**config.mk**
```make
export PLATFORM = sky130hd
export DESIGN_NAME = color_measure
export DESIGN_NICKNAME = d
export VERILOG_FILES = /design/src/rtl/color_measure.sv
export SDC_FILE = /design/constraint.sdc
export NUM_CORES = 1
export LEC_CHECK = 0
export CORE_UTILIZATION = 35
export CTS_CLUSTER_SIZE = 12
export DETAILED_ROUTE_END_ITERATION = 12
export GPL_ROUTABILITY_DRIVEN = 0
export PLACE_DENSITY = 0.65
export REMOVE_ABC_BUFFERS = 1
export SLEW_MARGIN = 20
export SYNTH_ARGS = -nofsm -noshare
export SYNTH_HDL_FRONTEND = slang
export SYNTH_SLANG_ARGS = --single-unit
```
**constraint.sdc**
```tcl
create_clock -name clk -period 7.8 [get_ports clk]
set_clock_uncertainty 0.05 [all_clocks]
set_input_delay 2.34 -clock clk [delete_from_list [all_inputs] [get_ports clk]]
set_output_delay 2.34 -clock clk [all_outputs]
set_load 0.05 [all_outputs]
```
**src/rtl/color_measure.sv**
```systemverilog
// Colour sensor sequencer: settles/counts R, G, B sensor edges per window.
// Ports: clk, rst, freq_in, cal_ready, R/G/B_time in; filter_select, red/green/blue, color_id, valid, busy out.
module color_measure #(
  parameter int SETTLE_CYCLES = 16,
  parameter int GRAY_THRESH   = 32
) (
  input  logic        clk,
  input  logic        rst,
  input  logic        freq_in,
  input  logic        cal_ready,
  input  logic [63:0] R_time,
  input  logic [63:0] G_time,
  input  logic [63:0] B_time,
  input  logic        start,
  output logic [1:0]  filter_select,
  output logic [7:0]  red,
  output logic [7:0]  green,
  output logic [7:0]  blue,
  output logic [1:0]  color_id,
  output logic        valid,
  output logic        busy
);

  typedef enum logic [2:0] {
    IDLE, SETTLE_R, MEAS_R, SETTLE_G,
    MEAS_G, SETTLE_B, MEAS_B, DONE
  } state_t;

  localparam logic [63:0] SETTLE_LAST = 64'(SETTLE_CYCLES - 1);
  localparam logic [8:0]  GT          = 9'(GRAY_THRESH);

  state_t      r_state;
  logic [63:0] r_tmr;
  logic [7:0]  r_count;
  logic        r_zero;
  logic [7:0]  r_cr;
  logic [7:0]  r_cg;
  logic        r_s1;
  logic        r_s2;
  logic        r_s3;
  logic [1:0]  r_filter;
  logic [7:0]  r_red;
  logic [7:0]  r_green;
  logic [7:0]  r_blue;
  logic [1:0]  r_color;
  logic        r_valid;
  logic        r_busy;

  logic        w_edge;
  logic [7:0]  w_cnt_nxt;
  logic [7:0]  w_fin;
  logic [7:0]  w_max;
  logic [7:0]  w_min;
  logic [7:0]  w_spread;
  logic [1:0]  w_max_id;
  logic [1:0]  w_id;

  // A MEAS window is X cycles long; the timer counts down to 0.
  function automatic logic [63:0] f_win(input logic [63:0] t);
    return (t == 64'd0) ? 64'd0 : t - 64'd1;
  endfunction

  assign w_edge    = r_s2 & ~r_s3;
  assign w_cnt_nxt = (w_edge && r_count != 8'hFF) ? r_count + 8'd1 : r_count;
  // Zero-length windows still take one cycle but must report 0.
  assign w_fin     = r_zero ? 8'd0 : w_cnt_nxt;

  // Blue is still in flight on the last MEAS_B cycle, so use w_fin.
  always_comb begin
    w_max    = r_cr;
    w_max_id = 2'd1;
    if (r_cg > w_max) begin
      w_max    = r_cg;
      w_max_id = 2'd2;
    end
    if (w_fin > w_max) begin
      w_max    = w_fin;
      w_max_id = 2'd3;
    end
    w_min = r_cr;
    if (r_cg < w_min) w_min = r_cg;
    if (w_fin < w_min) w_min = w_fin;
    w_spread = w_max - w_min;
    w_id     = ({1'b0, w_spread} < GT) ? 2'd0 : w_max_id;
  end

  always_ff @(posedge clk) begin
    if (rst) begin
      r_state  <= IDLE;
      r_tmr    <= '0;
      r_count  <= '0;
      r_zero   <= 1'b0;
      r_cr     <= '0;
      r_cg     <= '0;
      r_s1     <= 1'b0;
      r_s2     <= 1'b0;
      r_s3     <= 1'b0;
      r_filter <= 2'b01;
      r_red    <= '0;
      r_green  <= '0;
      r_blue   <= '0;
      r_color  <= '0;
      r_valid  <= 1'b0;
      r_busy   <= 1'b0;
    end else begin
      r_s1    <= freq_in;
      r_s2    <= r_s1;
      r_s3    <= r_s2;
      r_valid <= 1'b0;
      if (r_state != IDLE && !cal_ready) begin
        r_state  <= IDLE;
        r_filter <= 2'b01;
        r_busy   <= 1'b0;
      end else begin
        case (r_state)
          IDLE: if (start && cal_ready) begin
            r_state  <= SETTLE_R;
            r_filter <= 2'b00;
            r_busy   <= 1'b1;
            r_tmr    <= SETTLE_LAST;
          end
          SETTLE_R: if (r_tmr == 64'd0) begin
            r_state <= MEAS_R;
            r_tmr   <= f_win(R_time);
            r_zero  <= (R_time == 64'd0);
            r_count <= '0;
          end else r_tmr <= r_tmr - 64'd1;
          MEAS_R: if (r_tmr == 64'd0) begin
            r_cr     <= w_fin;
            r_state  <= SETTLE_G;
            r_filter <= 2'b11;
            r_tmr    <= SETTLE_LAST;
          end else begin
            r_tmr   <= r_tmr - 64'd1;
            r_count <= w_cnt_nxt;
          end
          SETTLE_G: if (r_tmr == 64'd0) begin
            r_state <= MEAS_G;
            r_tmr   <= f_win(G_time);
            r_zero  <= (G_time == 64'd0);
            r_count <= '0;
          end else r_tmr <= r_tmr - 64'd1;
          MEAS_G: if (r_tmr == 64'd0) begin
            r_cg     <= w_fin;
            r_state  <= SETTLE_B;
            r_filter <= 2'b10;
            r_tmr    <= SETTLE_LAST;
          end else begin
            r_tmr   <= r_tmr - 64'd1;
            r_count <= w_cnt_nxt;
          end
          SETTLE_B: if (r_tmr == 64'd0) begin
            r_state <= MEAS_B;
            r_tmr   <= f_win(B_time);
            r_zero  <= (B_time == 64'd0);
            r_count <= '0;
          end else r_tmr <= r_tmr - 64'd1;
          MEAS_B: if (r_tmr == 64'd0) begin
            r_red    <= r_cr;
            r_green  <= r_cg;
            r_blue   <= w_fin;
            r_color  <= w_id;
            r_valid  <= 1'b1;
            r_state  <= DONE;
            r_filter <= 2'b01;
          end else begin
            r_tmr   <= r_tmr - 64'd1;
            r_count <= w_cnt_nxt;
          end
          DONE: begin
            r_state <= IDLE;
            r_busy  <= 1'b0;
          end
          default: begin
            r_state  <= IDLE;
            r_filter <= 2'b01;
            r_busy   <= 1'b0;
          end
        endcase
      end
    end
  end

  assign filter_select = r_filter;
  assign red           = r_red;
  assign green         = r_green;
  assign blue          = r_blue;
  assign color_id      = r_color;
  assign valid         = r_valid;
  assign busy          = r_busy;

endmodule

```
==> key figures <==
Run status
  • Outcome: finished clean

Clock tree
  • Hold buffers post-CTS: 0
  • Clk slew on worst S/H paths: 0.06 ns
  • H-Tree Level Count: 4
  • Total clock sinks: 125
  • CTS Buf Count: 17
  • # resized after CTS: 0
  • Post-CTS Setup Bufs: 0
  • CTS max path bufs: 2
  • Root Driver: clkbuf_16
  • Clk Latency, worst-skew pair: between 0.4 and 0.5 ns
  • TritonCTS clock tree: built

Place
  • Hpwl dp: roughly 34000 um
  • DP Area: 14660 sq um
  • I/O Buffers: approximately 230

GRT
  • Total grt overflow: 0
  • Largest net degree at the start of global routing: between 50 and 60
  • Vias in the first global route: 13490
  • Gr usage total: 0.2477
  • First-pass GRT wire length: between 70000 and 80000 um
  • Initial antenna violation count: 0

Pwr
  • Pwr dens: around 200 nW/um^2
  • VDD IR-drop max: ~0.00014 V
  • Leakage power: between 5 and 6 nW

Route
  • Post-Route WL: 44210 um
  • Routed Antenna Nets: 0
  • DRC: 0
  • Vias/cell: slightly below 6
  • Drt first pass iters: 7
  • Via Count: between 10000 and 15000
  • Routed wire length per instance: 18.55 um
  • DRT iter0 DRCs: ~1500

Floorplan
  • Die area: 34820 sq um
  • Rows: 67
  • Core area: 33530 sq um
  • Initial cell density of the core: 0.3557
  • Die Width: 186.6 um
  • # IOs: 227
  • Die height: 186.6 um

Logic synthesis
  • Synth cell types: 73
  • Synth top area cells: dfxtp_1 (21%), a21oi_1 (7.7%), xnor2_1 (7.7%)
  • Mapped Area: 11930 sq um
  • Syn_area_per_cell: between 6 and 7 sq um
  • Asr flop ratio synth: 0
  • Cell count after synthesis: 1731
  • Seq/Total Area, Yosys: 0.2098
  • EDFF count, synth: 0
  • #FFs+latches synth: 125
  • Leading area contributor after synthesis: dfxtp_1
  • Yosys warning count: 0
  • Synth top area share: 0.2098
  • Main synth FF type: dfxtp_1

STA
  • WHS: 0.3985 ns
  • Worst-margin pin slew: 1.093 ns
  • RSZ-0062 raised after global routing: no
  • Slew Viols, Final: 0
  • Fin Setup TNS: 0 ns
  • Slew headroom: 0.2643
  • F_max: ~150 MHz
  • Minimum clock period: 6.863 ns
  • # setup viols final: 0
  • Final hold violations: 0
  • Crit share post-route: 0.8799

Worst setup path
  • Critical Path RT: roughly 8 ns
  • Top delay family on crit path: simple AND/OR/NAND/NOR gates
  • Max incr delay on CP: 0.69 ns
  • Worst Setup End Kind: flop
  • Critical Path Most Common Cell: nor2_1
  • CP bufs+invs: 3
  • Worst-path cell chain: clkdlybuf4s50_1 > inv_1 > ha_1 > or4b_2 > nor2_1 > nand4_1 > or4_4 > nor4_4 > a211o_1 > buf_4 > nor2_1 > o21a_1 > o21ai_0 > a21oi_1
  • Critical Path Stages: 14
  • Critical Path AT: 7.11 ns
  • R2R depth: 21
  • CP max stage cell: or4_4
  • Worst-path fanout max: 14
  • Startpoint Class: input port
  • Crit Path Category: input port to flop

Final layout
  • Final core utilization: 0.4550
  • Layout cells sized above 1: 0.04649
  • Area growth, synth to finish: 27.91%
  • Antenna diodes: 0
  • Fin nets: ~2200
  • Design Area, Final: 15260 sq um

Job
  • Total of max-cap violations: 0

Min path
  • Hold Crit Class: flop to flop
  • Hold Path Depth: 2
synthesized netlist by cell type, types with 28 or more instances:
master	number
a21oi_1	184
nand3_1	39
or3_1	48
xnor2_1	105
nor4_1	61
dfxtp_1	125
inv_1	28
xor2_1	80
o21ai_0	124
ha_1	34
o22ai_1	47
nor3_1	113
nand2_1	213
nor2_1	165
clkbuf_1	64
power breakdown:
group | total [W] | internal [W] | switching [W]
sequential | 0.000757 | 0.000693 | 0.0000643
clock | 0.000812 | 0.000477 | 0.000335
combinational | 0.00142 | 0.000504 | 0.000920
cells by family (layout without fill, tap and decap cells):
family | Yosys count | after routing | share of synthesized area
xor gates and xnor gates | 185 | 185 | 0.1358
DFF | 125 | 125 | 0.2098
AOI/OAI and AO/OA | 481 | 481 | 0.2411
adders and majority gates | 34 | 34 | 0.03567
muxes | 9 | 9 | 0.007658
buffers and inverters | 107 | 312 | 0.03619
and+or+nand+nor | 790 | 790 | 0.3338
registers in the layout, indices dropped and copies added (netlist names):
register and count:
blue 8, busy 1, color_id 2, filter_select 2, green 8, r_cg 8, r_count 8, r_cr 8
r_s1 1, r_s2 1, r_s3 1, r_state 3, r_tmr 64, r_zero 1, red 8, valid 1
tightest hold or removal path: stages (launching register included):
cell and delay (ns):
dfxtp_1 0.31, nand2_1 0.05, a21oi_1 0.05
final timing paths:
path | from | endpoint | slack (ns)
worst max-delay path | B_time[0] | r_tmr[39]$_SDFFE_PP0P_ | 0.94
worst min register to register | green[2]$_SDFFE_PP0P_ | green[2]$_SDFFE_PP0P_ | 0.40
worst max register to register | r_cr[1]$_SDFFE_PP0P_ | color_id[0]$_SDFFE_PP0P_ | 1.44
worst min-delay path | green[2]$_SDFFE_PP0P_ | green[2]$_SDFFE_PP0P_ | 0.40
cell usage in the layout, fill, tap and decap left out, drive strengths merged, types with 14 or more instances in the layout:
master and instances:
xnor2 105, clkdlybuf4s50 225, and3 14, nor3 115, nor4 64, nand4 16
clkbuf 18, nand3 39, dfxtp 125, nand2 213, a21oi 185, nand2b 19
ha 34, o21ai 127, inv 34, or4 26, o211ai 15, o22ai 47
buf 27, xor2 80, or3 48, nor2 165
cell type report:
class	instances	area, sq um
flip-flops and latches	125	2502
clock buffers	18	429.2
clock inverters	14	156.4
well taps	448	560.5
fillers	3398	18280
inverters	28	105.1
repair buffers	252	2465
multi-input cells	1499	9039
per-layer routing:
metal  track usage  part of all wire  vias up
met2        0.4386              0.49      604
met1        0.2965              0.41     6552
li1              -                 -     6775
met4        0.1138             0.039        0
met5             0                 0        -
met3       0.03178             0.058      101
through the flow:
step,worst slack (ns),std cells,total power [W]
floorplan,0.3403,1652,0.001634
global placement,0.6831,2352,0.002137
detailed placement,0.5648,2352,0.002157
CTS,0.9886,2384,0.002970
global route,0.7643,2384,0.003165
finish,0.9368,2384,0.002993
(Power assumes the default switching activity.)
